==> src/rtl/lsu_pkg.sv <==
`default_nettype none
// ============================================================================
//  Module   : lsu_pkg
//  Brief    : Shared funct3 codes, response error codes, FSM states and
//             lane helpers for the load/store unit.
//  Revision : 1.0  initial release
// ============================================================================
package lsu_pkg;

    localparam logic [2:0] F3_B  = 3'b000;
    localparam logic [2:0] F3_H  = 3'b001;
    localparam logic [2:0] F3_W  = 3'b010;
    localparam logic [2:0] F3_BU = 3'b100;
    localparam logic [2:0] F3_HU = 3'b101;

    localparam logic [1:0] ERR_OK       = 2'b00;
    localparam logic [1:0] ERR_MISALIGN = 2'b01;
    localparam logic [1:0] ERR_BUS      = 2'b10;
    localparam logic [1:0] ERR_ILLEGAL  = 2'b11;

    typedef enum logic [1:0] {
        ST_IDLE   = 2'd0,
        ST_ACCESS = 2'd1,
        ST_RESP   = 2'd2
    } lsu_state_t;

    function automatic logic f3_illegal(input logic we, input logic [2:0] f3);
        if (we)
            return !((f3 == F3_B) || (f3 == F3_H) || (f3 == F3_W));
        return (f3 == 3'b011) || (f3 == 3'b110) || (f3 == 3'b111);
    endfunction

    // size is funct3[1:0]: 00 byte, 01 half, 10 word
    function automatic logic [3:0] byte_en(input logic [1:0] size, input logic [1:0] lane);
        case (size)
            2'b00:   return 4'b0001 << lane;
            2'b01:   return 4'b0011 << lane;
            default: return 4'b1111;
        endcase
    endfunction

    function automatic logic [31:0] store_lanes(input logic [1:0] size, input logic [31:0] wdata);
        case (size)
            2'b00:   return {4{wdata[7:0]}};
            2'b01:   return {2{wdata[15:0]}};
            default: return wdata;
        endcase
    endfunction

endpackage
`default_nettype wire

==> src/rtl/lsu_mem_ctrl_if.sv <==
`default_nettype none
// ============================================================================
//  Module   : lsu_mem_ctrl_if
//  Brief    : Core request/response and data-memory bus of the load/store unit.
//  Revision : 1.0  initial release
// ============================================================================
interface lsu_mem_ctrl_if;

    logic        req_valid;
    logic        req_ready;
    logic        req_we;
    logic [2:0]  req_funct3;
    logic [31:0] req_addr;
    logic [31:0] req_wdata;
    logic        rsp_valid;
    logic [31:0] rsp_rdata;
    logic [1:0]  rsp_err;
    logic        mem_req;
    logic        mem_we;
    logic [3:0]  mem_be;
    logic [31:0] mem_addr;
    logic [31:0] mem_wdata;
    logic        mem_ack;
    logic [31:0] mem_rdata;

    // slave: the load/store unit itself
    modport slave (
        input  req_valid, req_we, req_funct3, req_addr, req_wdata, mem_ack, mem_rdata,
        output req_ready, rsp_valid, rsp_rdata, rsp_err,
               mem_req, mem_we, mem_be, mem_addr, mem_wdata
    );

    // master: execute stage plus data memory around the unit
    modport master (
        output req_valid, req_we, req_funct3, req_addr, req_wdata, mem_ack, mem_rdata,
        input  req_ready, rsp_valid, rsp_rdata, rsp_err,
               mem_req, mem_we, mem_be, mem_addr, mem_wdata
    );

endinterface
`default_nettype wire

==> src/rtl/lsu_load_align.sv <==
`default_nettype none
// ============================================================================
//  Module   : lsu_load_align
//  Brief    : Combinational load extraction: selects the byte/half lane of a
//             memory word and sign- or zero-extends it per funct3.
//  Revision : 1.0  initial release
// ============================================================================
module lsu_load_align
    import lsu_pkg::*;
(
    input  logic [31:0] rdata,
    input  logic [2:0]  funct3,
    input  logic [1:0]  lane,
    output logic [31:0] data
);

    logic [31:0] w_shift;
    logic [7:0]  w_byte;
    logic [15:0] w_half;

    assign w_shift = rdata >> {lane, 3'b000};
    assign w_byte  = w_shift[7:0];
    assign w_half  = lane[1] ? rdata[31:16] : rdata[15:0];

    always_comb begin
        data = rdata;
        case (funct3)
            F3_B:    data = {{24{w_byte[7]}}, w_byte};
            F3_BU:   data = {24'd0, w_byte};
            F3_H:    data = {{16{w_half[15]}}, w_half};
            F3_HU:   data = {16'd0, w_half};
            default: data = rdata;
        endcase
    end

endmodule
`default_nettype wire

==> src/rtl/lsu_mem_ctrl.sv <==
`default_nettype none
// ============================================================================
//  Module   : lsu_mem_ctrl
//  Brief    : RV32I load/store unit: request checking, word-aligned memory
//             req/ack transaction with timeout, and load data extension.
//  Revision : 1.0  initial release
// ============================================================================
module lsu_mem_ctrl
    import lsu_pkg::*;
#(
    parameter int DEPTH_BYTES = 1024,
    parameter int TIMEOUT     = 16
) (
    input  logic           clk,
    input  logic           rst_n,
    lsu_mem_ctrl_if.slave  bus
);

    localparam int CNT_W = $clog2(TIMEOUT + 1);

    lsu_state_t   r_state;
    logic         r_we;
    logic [2:0]   r_funct3;
    logic [1:0]   r_lane;
    logic [CNT_W-1:0] r_cnt;
    logic         r_rsp_valid;
    logic [31:0]  r_rsp_rdata;
    logic [1:0]   r_rsp_err;
    logic         r_mem_req;
    logic         r_mem_we;
    logic [3:0]   r_mem_be;
    logic [31:0]  r_mem_addr;
    logic [31:0]  r_mem_wdata;

    logic         w_accept;
    logic         w_misalign;
    logic [1:0]   w_chk_err;
    logic [31:0]  w_load_data;

    assign w_accept   = bus.req_valid && (r_state == ST_IDLE);
    assign w_misalign = ((bus.req_funct3[1:0] == 2'b01) && bus.req_addr[0]) ||
                        ((bus.req_funct3[1:0] == 2'b10) && (bus.req_addr[1:0] != 2'b00));

    // Priority: illegal encoding, then alignment, then range
    always_comb begin
        w_chk_err = ERR_OK;
        if (f3_illegal(bus.req_we, bus.req_funct3))
            w_chk_err = ERR_ILLEGAL;
        else if (w_misalign)
            w_chk_err = ERR_MISALIGN;
        else if (bus.req_addr >= 32'(DEPTH_BYTES))
            w_chk_err = ERR_BUS;
    end

    lsu_load_align u_load_align (
        .rdata  (bus.mem_rdata),
        .funct3 (r_funct3),
        .lane   (r_lane),
        .data   (w_load_data)
    );

    always_ff @(posedge clk or negedge rst_n) begin
        if (!rst_n) begin
            r_state     <= ST_IDLE;
            r_we        <= 1'b0;
            r_funct3    <= 3'd0;
            r_lane      <= 2'd0;
            r_cnt       <= '0;
            r_rsp_valid <= 1'b0;
            r_rsp_rdata <= 32'd0;
            r_rsp_err   <= ERR_OK;
            r_mem_req   <= 1'b0;
            r_mem_we    <= 1'b0;
            r_mem_be    <= 4'd0;
            r_mem_addr  <= 32'd0;
            r_mem_wdata <= 32'd0;
        end else begin
            r_rsp_valid <= 1'b0;
            case (r_state)
                ST_IDLE: begin
                    if (w_accept) begin
                        r_we     <= bus.req_we;
                        r_funct3 <= bus.req_funct3;
                        r_lane   <= bus.req_addr[1:0];
                        if (w_chk_err != ERR_OK) begin
                            r_rsp_valid <= 1'b1;
                            r_rsp_err   <= w_chk_err;
                            r_rsp_rdata <= 32'd0;
                            r_state     <= ST_RESP;
                        end else begin
                            r_mem_req   <= 1'b1;
                            r_mem_we    <= bus.req_we;
                            r_mem_be    <= byte_en(bus.req_funct3[1:0], bus.req_addr[1:0]);
                            r_mem_addr  <= {bus.req_addr[31:2], 2'b00};
                            r_mem_wdata <= store_lanes(bus.req_funct3[1:0], bus.req_wdata);
                            r_cnt       <= '0;
                            r_state     <= ST_ACCESS;
                        end
                    end
                end
                ST_ACCESS: begin
                    if (bus.mem_ack) begin
                        r_mem_req   <= 1'b0;
                        r_rsp_valid <= 1'b1;
                        r_rsp_err   <= ERR_OK;
                        r_rsp_rdata <= r_we ? 32'd0 : w_load_data;
                        r_cnt       <= '0;
                        r_state     <= ST_RESP;
                    end else if (r_cnt == CNT_W'(TIMEOUT - 1)) begin
                        // this cycle is the TIMEOUT-th unacknowledged one
                        r_mem_req   <= 1'b0;
                        r_rsp_valid <= 1'b1;
                        r_rsp_err   <= ERR_BUS;
                        r_rsp_rdata <= 32'd0;
                        r_cnt       <= '0;
                        r_state     <= ST_RESP;
                    end else begin
                        r_cnt <= r_cnt + 1'b1;
                    end
                end
                ST_RESP: begin
                    r_state <= ST_IDLE;
                end
                default: begin
                    r_mem_req <= 1'b0;
                    r_state   <= ST_IDLE;
                end
            endcase
        end
    end

    assign bus.req_ready = (r_state == ST_IDLE);
    assign bus.rsp_valid = r_rsp_valid;
    assign bus.rsp_rdata = r_rsp_rdata;
    assign bus.rsp_err   = r_rsp_err;
    assign bus.mem_req   = r_mem_req;
    assign bus.mem_we    = r_mem_we;
    assign bus.mem_be    = r_mem_be;
    assign bus.mem_addr  = r_mem_addr;
    assign bus.mem_wdata = r_mem_wdata;

endmodule
`default_nettype wire

==> src/flat_wrapper.sv <==
// flat-port wrapper written by rule: the top's interface ports become plain ports
module lsu_mem_ctrl_flat import lsu_pkg::*;
#(
    parameter int DEPTH_BYTES = 1024,
    parameter int TIMEOUT     = 16
)
  (clk, rst_n, bus_req_valid, bus_req_we, bus_req_funct3, bus_req_addr, bus_req_wdata, bus_mem_ack, bus_mem_rdata, bus_req_ready, bus_rsp_valid, bus_rsp_rdata, bus_rsp_err, bus_mem_req, bus_mem_we, bus_mem_be, bus_mem_addr, bus_mem_wdata);
  lsu_mem_ctrl_if bus_i ();
  input  logic clk;
  input  logic rst_n;
  input wire logic [$bits(bus_i.req_valid)-1:0] bus_req_valid;
  input wire logic [$bits(bus_i.req_we)-1:0] bus_req_we;
  input wire logic [$bits(bus_i.req_funct3)-1:0] bus_req_funct3;
  input wire logic [$bits(bus_i.req_addr)-1:0] bus_req_addr;
  input wire logic [$bits(bus_i.req_wdata)-1:0] bus_req_wdata;
  input wire logic [$bits(bus_i.mem_ack)-1:0] bus_mem_ack;
  input wire logic [$bits(bus_i.mem_rdata)-1:0] bus_mem_rdata;
  output wire logic [$bits(bus_i.req_ready)-1:0] bus_req_ready;
  output wire logic [$bits(bus_i.rsp_valid)-1:0] bus_rsp_valid;
  output wire logic [$bits(bus_i.rsp_rdata)-1:0] bus_rsp_rdata;
  output wire logic [$bits(bus_i.rsp_err)-1:0] bus_rsp_err;
  output wire logic [$bits(bus_i.mem_req)-1:0] bus_mem_req;
  output wire logic [$bits(bus_i.mem_we)-1:0] bus_mem_we;
  output wire logic [$bits(bus_i.mem_be)-1:0] bus_mem_be;
  output wire logic [$bits(bus_i.mem_addr)-1:0] bus_mem_addr;
  output wire logic [$bits(bus_i.mem_wdata)-1:0] bus_mem_wdata;
  assign bus_i.req_valid = bus_req_valid;
  assign bus_i.req_we = bus_req_we;
  assign bus_i.req_funct3 = bus_req_funct3;
  assign bus_i.req_addr = bus_req_addr;
  assign bus_i.req_wdata = bus_req_wdata;
  assign bus_i.mem_ack = bus_mem_ack;
  assign bus_i.mem_rdata = bus_mem_rdata;
  assign bus_req_ready = bus_i.req_ready;
  assign bus_rsp_valid = bus_i.rsp_valid;
  assign bus_rsp_rdata = bus_i.rsp_rdata;
  assign bus_rsp_err = bus_i.rsp_err;
  assign bus_mem_req = bus_i.mem_req;
  assign bus_mem_we = bus_i.mem_we;
  assign bus_mem_be = bus_i.mem_be;
  assign bus_mem_addr = bus_i.mem_addr;
  assign bus_mem_wdata = bus_i.mem_wdata;
  lsu_mem_ctrl #(.DEPTH_BYTES(DEPTH_BYTES), .TIMEOUT(TIMEOUT)) u_core (.clk(clk), .rst_n(rst_n), .bus(bus_i));
endmodule
==> config.mk <==
export PLATFORM = sky130hd
export DESIGN_NAME = lsu_mem_ctrl_flat
export DESIGN_NICKNAME = d
export VERILOG_FILES = /design/src/rtl/lsu_pkg.sv /design/src/rtl/lsu_mem_ctrl_if.sv /design/src/rtl/lsu_load_align.sv /design/src/rtl/lsu_mem_ctrl.sv /design/src/flat_wrapper.sv
export SDC_FILE = /design/constraint.sdc
export NUM_CORES = 1
export LEC_CHECK = 0
export ABC_AREA = 1
export ABC_CLOCK_PERIOD_IN_PS = 3600
export BUFFER_PORTS_ARGS = -buffer_cell sky130_fd_sc_hd__buf_2
export CAP_MARGIN = 20
export CORE_MARGIN = 3
export CORE_UTILIZATION = 40
export DETAILED_ROUTE_END_ITERATION = 12
export PLACE_DENSITY = 0.71
export SLEW_MARGIN = 10
export SYNTH_ARGS = -nofsm -noshare
export SYNTH_HDL_FRONTEND = slang
export SYNTH_SLANG_ARGS = --single-unit
==> constraint.sdc <==
create_clock -name clk -period 3.6 [get_ports clk]
set_clock_uncertainty 0.1 [all_clocks]
set_input_delay 1.08 -clock clk [delete_from_list [all_inputs] [get_ports clk]]
set_output_delay 1.08 -clock clk [all_outputs]
set_load 0.03 [all_outputs]
# Word-level counts from Yosys, hierarchy flattened
# Cells that the tools add are included.
[totals]
reg_bits = 116
out_inout_bits = 106
[classes]
mux = 40
shift = 3
bitwise = 2
reduce_logical = 22
add_sub_neg = 1
n_eq_ne = 17
order_cmp = 1
[op_table]
columns = ["op", "n"]
rows = [
  ["two-way mux 32 bit", 5],
  ["one-hot mux 32 bit (2 select lines)", 2],
  ["one-hot mux 32 bit (4 select lines)", 1],
  [">= comparator 32 x 11 -> 1 bit, second input constant", 1],
  ["right shift 32 x 5 -> 8 bit", 1],
  ["two-way mux 2 bit", 10],
  ["two-way mux 5 bit", 4],
  ["two-way mux 16 bit", 1],
  ["== test 3 bit, second input constant", 4],
  ["two-way mux 1 bit", 11],
  ["one-hot mux 5 bit (2 select lines)", 1],
  ["one-hot mux 2 bit (2 select lines)", 2],
  ["one-hot mux 4 bit (2 select lines)", 1],
  ["AND reduction 4 bit", 2],
  ["== test 3 x 1 -> 1 bit, second input constant", 2],
  ["== test 3 x 2 -> 1 bit, second input constant", 2],
  ["zero test 3 bit", 2],
  ["AND reduction 3 bit", 2],
  ["nonzero test 2 bit", 3],
  ["adder 5 x 1 -> 5 bit, second input constant", 1],
  ["== test 5 x 4 -> 1 bit, second input constant", 1],
  ["logical OR 1 bit", 5],
  ["== test 2 x 1 -> 1 bit, second input constant", 2],
  ["== test 2 bit, second input constant", 2],
  ["12 further kinds", 18],
]

# Longest topological paths before layout
[depth]
depth_word = 11
mapped_depth = 12
mapped_depth_nobuf = 10

# Modules after synthesis
# From an unflattened synthesis, not the netlist that was laid out.
[unflattened]
hier_cells = 758
area_unflattened_um2 = 5766.8
[by_module_without_submodules]
columns = ["module", "instances", "area_per_inst_um2", "cells_per_inst"]
rows = [
  ["lsu_mem_ctrl", 1, 4894.7, 589],
  ["lsu_load_align", 1, 872.1, 169],
]

# Worst setup path before layout
# No wires, ideal clock.
[synth_timing]
path_type = "input port to flip-flop"
start = "input port bus_req_addr[1]"
end = "register u_core.r_mem_wdata[19] (netlist: u_core.bus.mem_wdata[19])"
arrival_ns = 2.082
path_stages = 12
path_buffers = 2
required_time_ns = 3.382
path_slack_ns = 1.300
setup_ns = 0.118
path_cell_list = "inv_1 > nand2_1 > nand2_1 > nand2_2 > nor2_2 > nand3_2 > inv_2 > nand2_2 > buf_6 > buf_6 > nand2_1 > nand2_1"
[synth_between]
elab_chain_cells = 8
word_cells_on_any_way = 10
[synth_lines]
columns = ["item", "line_no", "text"]
rows = [
  ["from (decl)", "flat_wrapper.sv:14", "input wire logic [$bits(bus_i.req_addr)-1:0] bus_req_addr;"],
  ["parallel branches: the longest is 3 deep, another holds >= comparator 32 x 11 -> 1 bit", "n/a", ""],
  ["two-way mux 2 bit (*)", "lsu_mem_ctrl.sv:49", "else if (w_misalign)"],
  ["two-way mux 2 bit (*)", "lsu_mem_ctrl.sv:47", "if (f3_illegal(bus.req_we, bus.req_funct3))"],
  ["nonzero test 2 bit (*)", "lsu_mem_ctrl.sv:85", "if (w_chk_err != ERR_OK) begin"],
  ["inverter 1 bit (no line) (*)", "n/a", ""],
  ["AND reduction 3 bit (no line) (*)", "n/a", ""],
  ["to (signal assigned)", "lsu_mem_ctrl.sv:95", "r_mem_wdata <= store_lanes(bus.req_funct3[1:0], bus.req_wdata);"],
  ["to (decl)", "lsu_mem_ctrl.sv:33", "logic [31:0] r_mem_wdata;"],
]
# Mark *: on every way between the ends.
# A chain may end at the register's enable or synchronous reset.

# Final worst setup path
[layout_timing]
start = "input port bus_req_funct3[1]"
end = "register u_core.r_rsp_rdata[5] (netlist: u_core.bus.rsp_rdata[5])"
[layout_between]
elab_chain_cells = 10
word_cells_on_any_way = 23
[layout_lines]
columns = ["item", "line_no", "text"]
rows = [
  ["from (decl)", "flat_wrapper.sv:13", "input wire logic [$bits(bus_i.req_funct3)-1:0] bus_req_funct3;"],
  ["== test 3 x 1 -> 1 bit or zero test 3 bit (tied branches)", "lsu_pkg.sv:29", "return !((f3 == F3_B) || (f3 == F3_H) || (f3 == F3_W));"],
  ["logical OR 1 bit (2 in a row)", "lsu_pkg.sv:29", ""],
  ["zero test 1 bit", "lsu_pkg.sv:29", ""],
  ["two-way mux 1 bit", "lsu_pkg.sv:28", "if (we)"],
  ["two-way mux 1 bit", "lsu_pkg.sv:30", "return (f3 == 3'b011) || (f3 == 3'b110) || (f3 == 3'b111);"],
  ["two-way mux 2 bit (*)", "lsu_mem_ctrl.sv:47", ""],
  ["nonzero test 2 bit (*)", "lsu_mem_ctrl.sv:85", ""],
  ["inequality test 2 x 1 -> 1 bit (no line) (*)", "n/a", ""],
  ["AND reduction 4 bit (no line) (*)", "n/a", ""],
  ["to (signal assigned)", "lsu_mem_ctrl.sv:106", "r_rsp_rdata <= r_we ? 32'd0 : w_load_data;"],
  ["to (decl)", "lsu_mem_ctrl.sv:27", "logic [31:0] r_rsp_rdata;"],
]
# Mark *: on every way between the ends. The rest lies on a longest branch, timed or not. The select of a mux whose other input is x is not followed.

==> summary.md <==
| Metric | Value |
|---|---|
| Status | finished, final reports clean |
| Critical path class | input port to register |
| Vias in the first global route | 5,427 |
| Detailed Route WL | 16,920 um |
| Die Y | roughly 130 um |
| Fin crit period | between 2 and 2.5 ns |
| Critical path data required time | 3.84 ns |
| Syn Inst Count | around 760 |
| Max-Cap Viols | 0 |
| Core box area | ~14,000 um^2 |
| Design Area, Final | approximately 7500 um^2 |
| Hold path depth | 2 |
| Die Wd | between 100 and 150 um |
| Diode count | 0 |
| Remaining antenna violation count after routing | 0 |
| Wire per inst | between 10 and 15 um |
| First-pass GRT wire length | ~27,000 um |
| Clk Latency, worst-skew pair | between 0.4 and 0.5 ns |
| Critical Path AT | about 2.7 ns |
| RSZ-0062 raised after global routing | false |
| PD cells | approximately 450 nW/um^2 |
| Worst Max-Slew Pin Slew | between 0.8 and 0.9 ns |
| Vias per std cell | approximately 4.9 |
| Port Buffers | ~210 |
| Number of synthesis warnings | 0 |
| DRT iter0 DRCs | 514 |
| Final TNS setup | 0 ns |
| Final setup violation count | 0 |
| Fraction of layout cells with a size suffix above 1 | 27.99% |
| Initial antenna violation count | 0 |
| Hold Path Class | register to register |
| Total Nets Final | roughly 1,100 |
| CTS root buf | clkbuf_16 |
| Ports | 210 |
| Final-report hold violation count | 0 |
| CTS tree | done |
| DRC Markers | 0 |
| CP max FO | 25 |
| Total CTS buffers | 17 |
| Worst VDD drop | 0.0003819 V |
| Syn avg cell area | approximately 7.5 um^2 |
| Post-synth cell types | 27 |
| Reg clk slew, reported paths | approximately 0.06 ns |
| CTS max path bufs | 2 |
| Starting Density | a little over two fifths |
| Post-cts sizing count | 0 |
| Gpl congestion | approximately 0.85 |
| Sink Count | around 120 |
| Die Area | around 16,000 um^2 |
| H-tree depth | 4 |
| Hold slack | 0.3592 ns |
| Seq cells post-synth | approximately 120 |
| HP Start | u_core.bus.mem_addr[16]$_DFFE_PN0P_ |
| Layout overhead on the synthesized area | 32.00% |
| Hpwl dp | 12,400 um |
| Final period utilization | between 60 and 70% |
| Placed inst area | about 6900 um^2 |
| All-Layer GR Usage | between 20% and 30% |
| 1st-pass router iterations | 6 |
| CP Launch Type | input port |
| Site Rows | 42 |
| DR vias | approximately 5,700 |
| Largest net degree at the start of global routing | 68 |
| Worst r2r path cells | 5 |
| Pleak | between 4 and 5 nW |
| Mapped cell area | roughly 5700 um^2 |
| Top achievable clock speed | 404.4 MHz |
| Crit path from | bus_req_funct3[1] |
| Total grt overflow | 0 |
| Post-synthesis sequential area ratio | about 51% |
| Hold Buf Count CTS | 0 |
| Rel. slew slack | between 40% and 50% |
| Post-CTS Setup Bufs | 0 |
| Slew Limit Fails | 0 |
| Crit end category | register |
| RR Startpoint | u_core.r_funct3[1]$_DFFE_PN0P_ |
==> metal layers <==
metal  part of all wire, %  global-route usage [%]  routed length (um)  up-vias
met5                     0                       0                   0        -
met4                   2.4                   8.546                 405        0
met3                   6.9                   5.288                1163       31
met2                    48                   34.29                8120      223
met1                    43                   28.25                7235     2629
li1                      -                       -                   -     2789
==> final cells by class <==
cell class	count	area, um^2
Fill cell	1334	6043
Sequential cell	116	2903
Tap cell	176	220.2
Timing Repair Buffer	222	1176
Clock inverter	12	152.6
Multi-Input combinational cell	532	2317
Clock buffer	20	456.7
Inverter	77	289.0
==> cell usage after synthesis <==
cell type,n,area (um^2)
nand3_1,67,335.3
buf_1,1,3.750
nor2_2,2,12.51
nand2_2,4,25.02
nand3_2,1,10.01
ha_1,1,12.51
nor3_1,2,10.01
o2111ai_1,7,61.31
or2_2,2,12.51
dfrtp_1,116,2903
nand4_1,2,12.51
o21ai_1,1,5.000
clkbuf_1,16,60.06
buf_2,14,70.07
o21ai_0,34,170.2
xor2_1,2,17.52
inv_1,65,244.0
conb_1,1,3.750
inv_2,11,41.29
buf_6,4,45.04
buf_4,2,15.01
a21oi_1,23,115.1
o211ai_1,17,127.6
nand2_1,320,1201
nor3_2,1,10.01
nor2_1,44,165.2
clkinv_1,1,3.750
==> final timing paths <==
path	to	slack (ns)
max	u_core.bus.rsp_rdata[5]$_DFFE_PN0P_	1.13
min	u_core.bus.mem_addr[16]$_DFFE_PN0P_	0.36
max reg2reg	u_core.bus.rsp_rdata[29]$_DFFE_PN0P_	1.38
min reg2reg	u_core.bus.mem_addr[16]$_DFFE_PN0P_	0.36
max in group asynchronous	u_core.bus.rsp_rdata[5]$_DFFE_PN0P_	2.12
min in group asynchronous	u_core.bus.mem_addr[2]$_DFFE_PN0P_	0.51
==> power breakdown <==
group / leakage (nW) / total [mW] / switching, mW / internal, mW
combinational: 2.79 / 0.339 / 0.225 / 0.114
clock: 0.289 / 1.74 / 0.616 / 1.12
sequential: 1.60 / 1.34 / 0.0188 / 1.32
total: 4.68 / 3.42 / 0.860 / 2.56
==> worst max-delay path, cell delays in order <==
cell and delay, ns:
buf_2 0.18, inv_2 0.19, nor2_1 0.06, nand2_1 0.07, nand2_2 0.07, nor2_2 0.12, nand3_2 0.13, nand2_2 0.41
buf_4 0.24, nand3_1 0.08, nand2_1 0.08
==> logic make-up (layout without fill, tap and decap cells) <==
| family | count (synthesis) | count (layout) | share of synthesized area, % |
|---|---|---|---|
| xor+xnor | 2 | 2 | 0.3077 |
| buf+inv | 114 | 331 | 8.483 |
| compound gates | 82 | 82 | 8.417 |
| flops | 116 | 116 | 50.99 |
| fa+ha+maj | 1 | 1 | 0.2197 |
| other cells | 1 | 2 | 0.06587 |
| simple gates | 445 | 445 | 31.52 |
==> placed cells by master (no fill, tap or decap), drive strengths merged <==
master and n:
nand2 324, buf 222, dfrtp 116, inv 78, nand3 68, nor2 46, o21ai 35, a21oi 23
clkbuf 20, o211ai 17, o2111ai 7, clkinvlp 4, clkinv 4, bufinv 3, nor3 3, or2 2
nand4 2, xor2 2, conb 2, ha 1
==> per-stage QoR <==
stage	total power [mW]	utilization (%)	std cells	setup WS, ns
2_1_floorplan	1.543	-	762	1.300
3_3_place_gp	1.693	50.93	1123	0.7880
3_5_place_dp	1.696	50.93	1123	0.7260
4_1_cts	3.441	55.43	1155	1.125
5_1_grt	3.546	55.43	1155	0.9736
6_report	3.416	55.43	1155	1.127
==> flip-flops by register name, indices dropped and copies added (netlist names) <==
signal and cells:
u_core.r_funct3 3, u_core.bus.rsp_err 2, u_core.bus.mem_be 4, u_core.bus.mem_wdata 32
u_core.r_state 2, u_core.r_lane 2, u_core.bus.mem_req 1, u_core.bus.rsp_rdata 32
u_core.bus.mem_addr 30, u_core.bus.rsp_valid 1, u_core.bus.mem_we 1, u_core.r_we 1
u_core.r_cnt 5
Power figures use the tool's default switching activity.
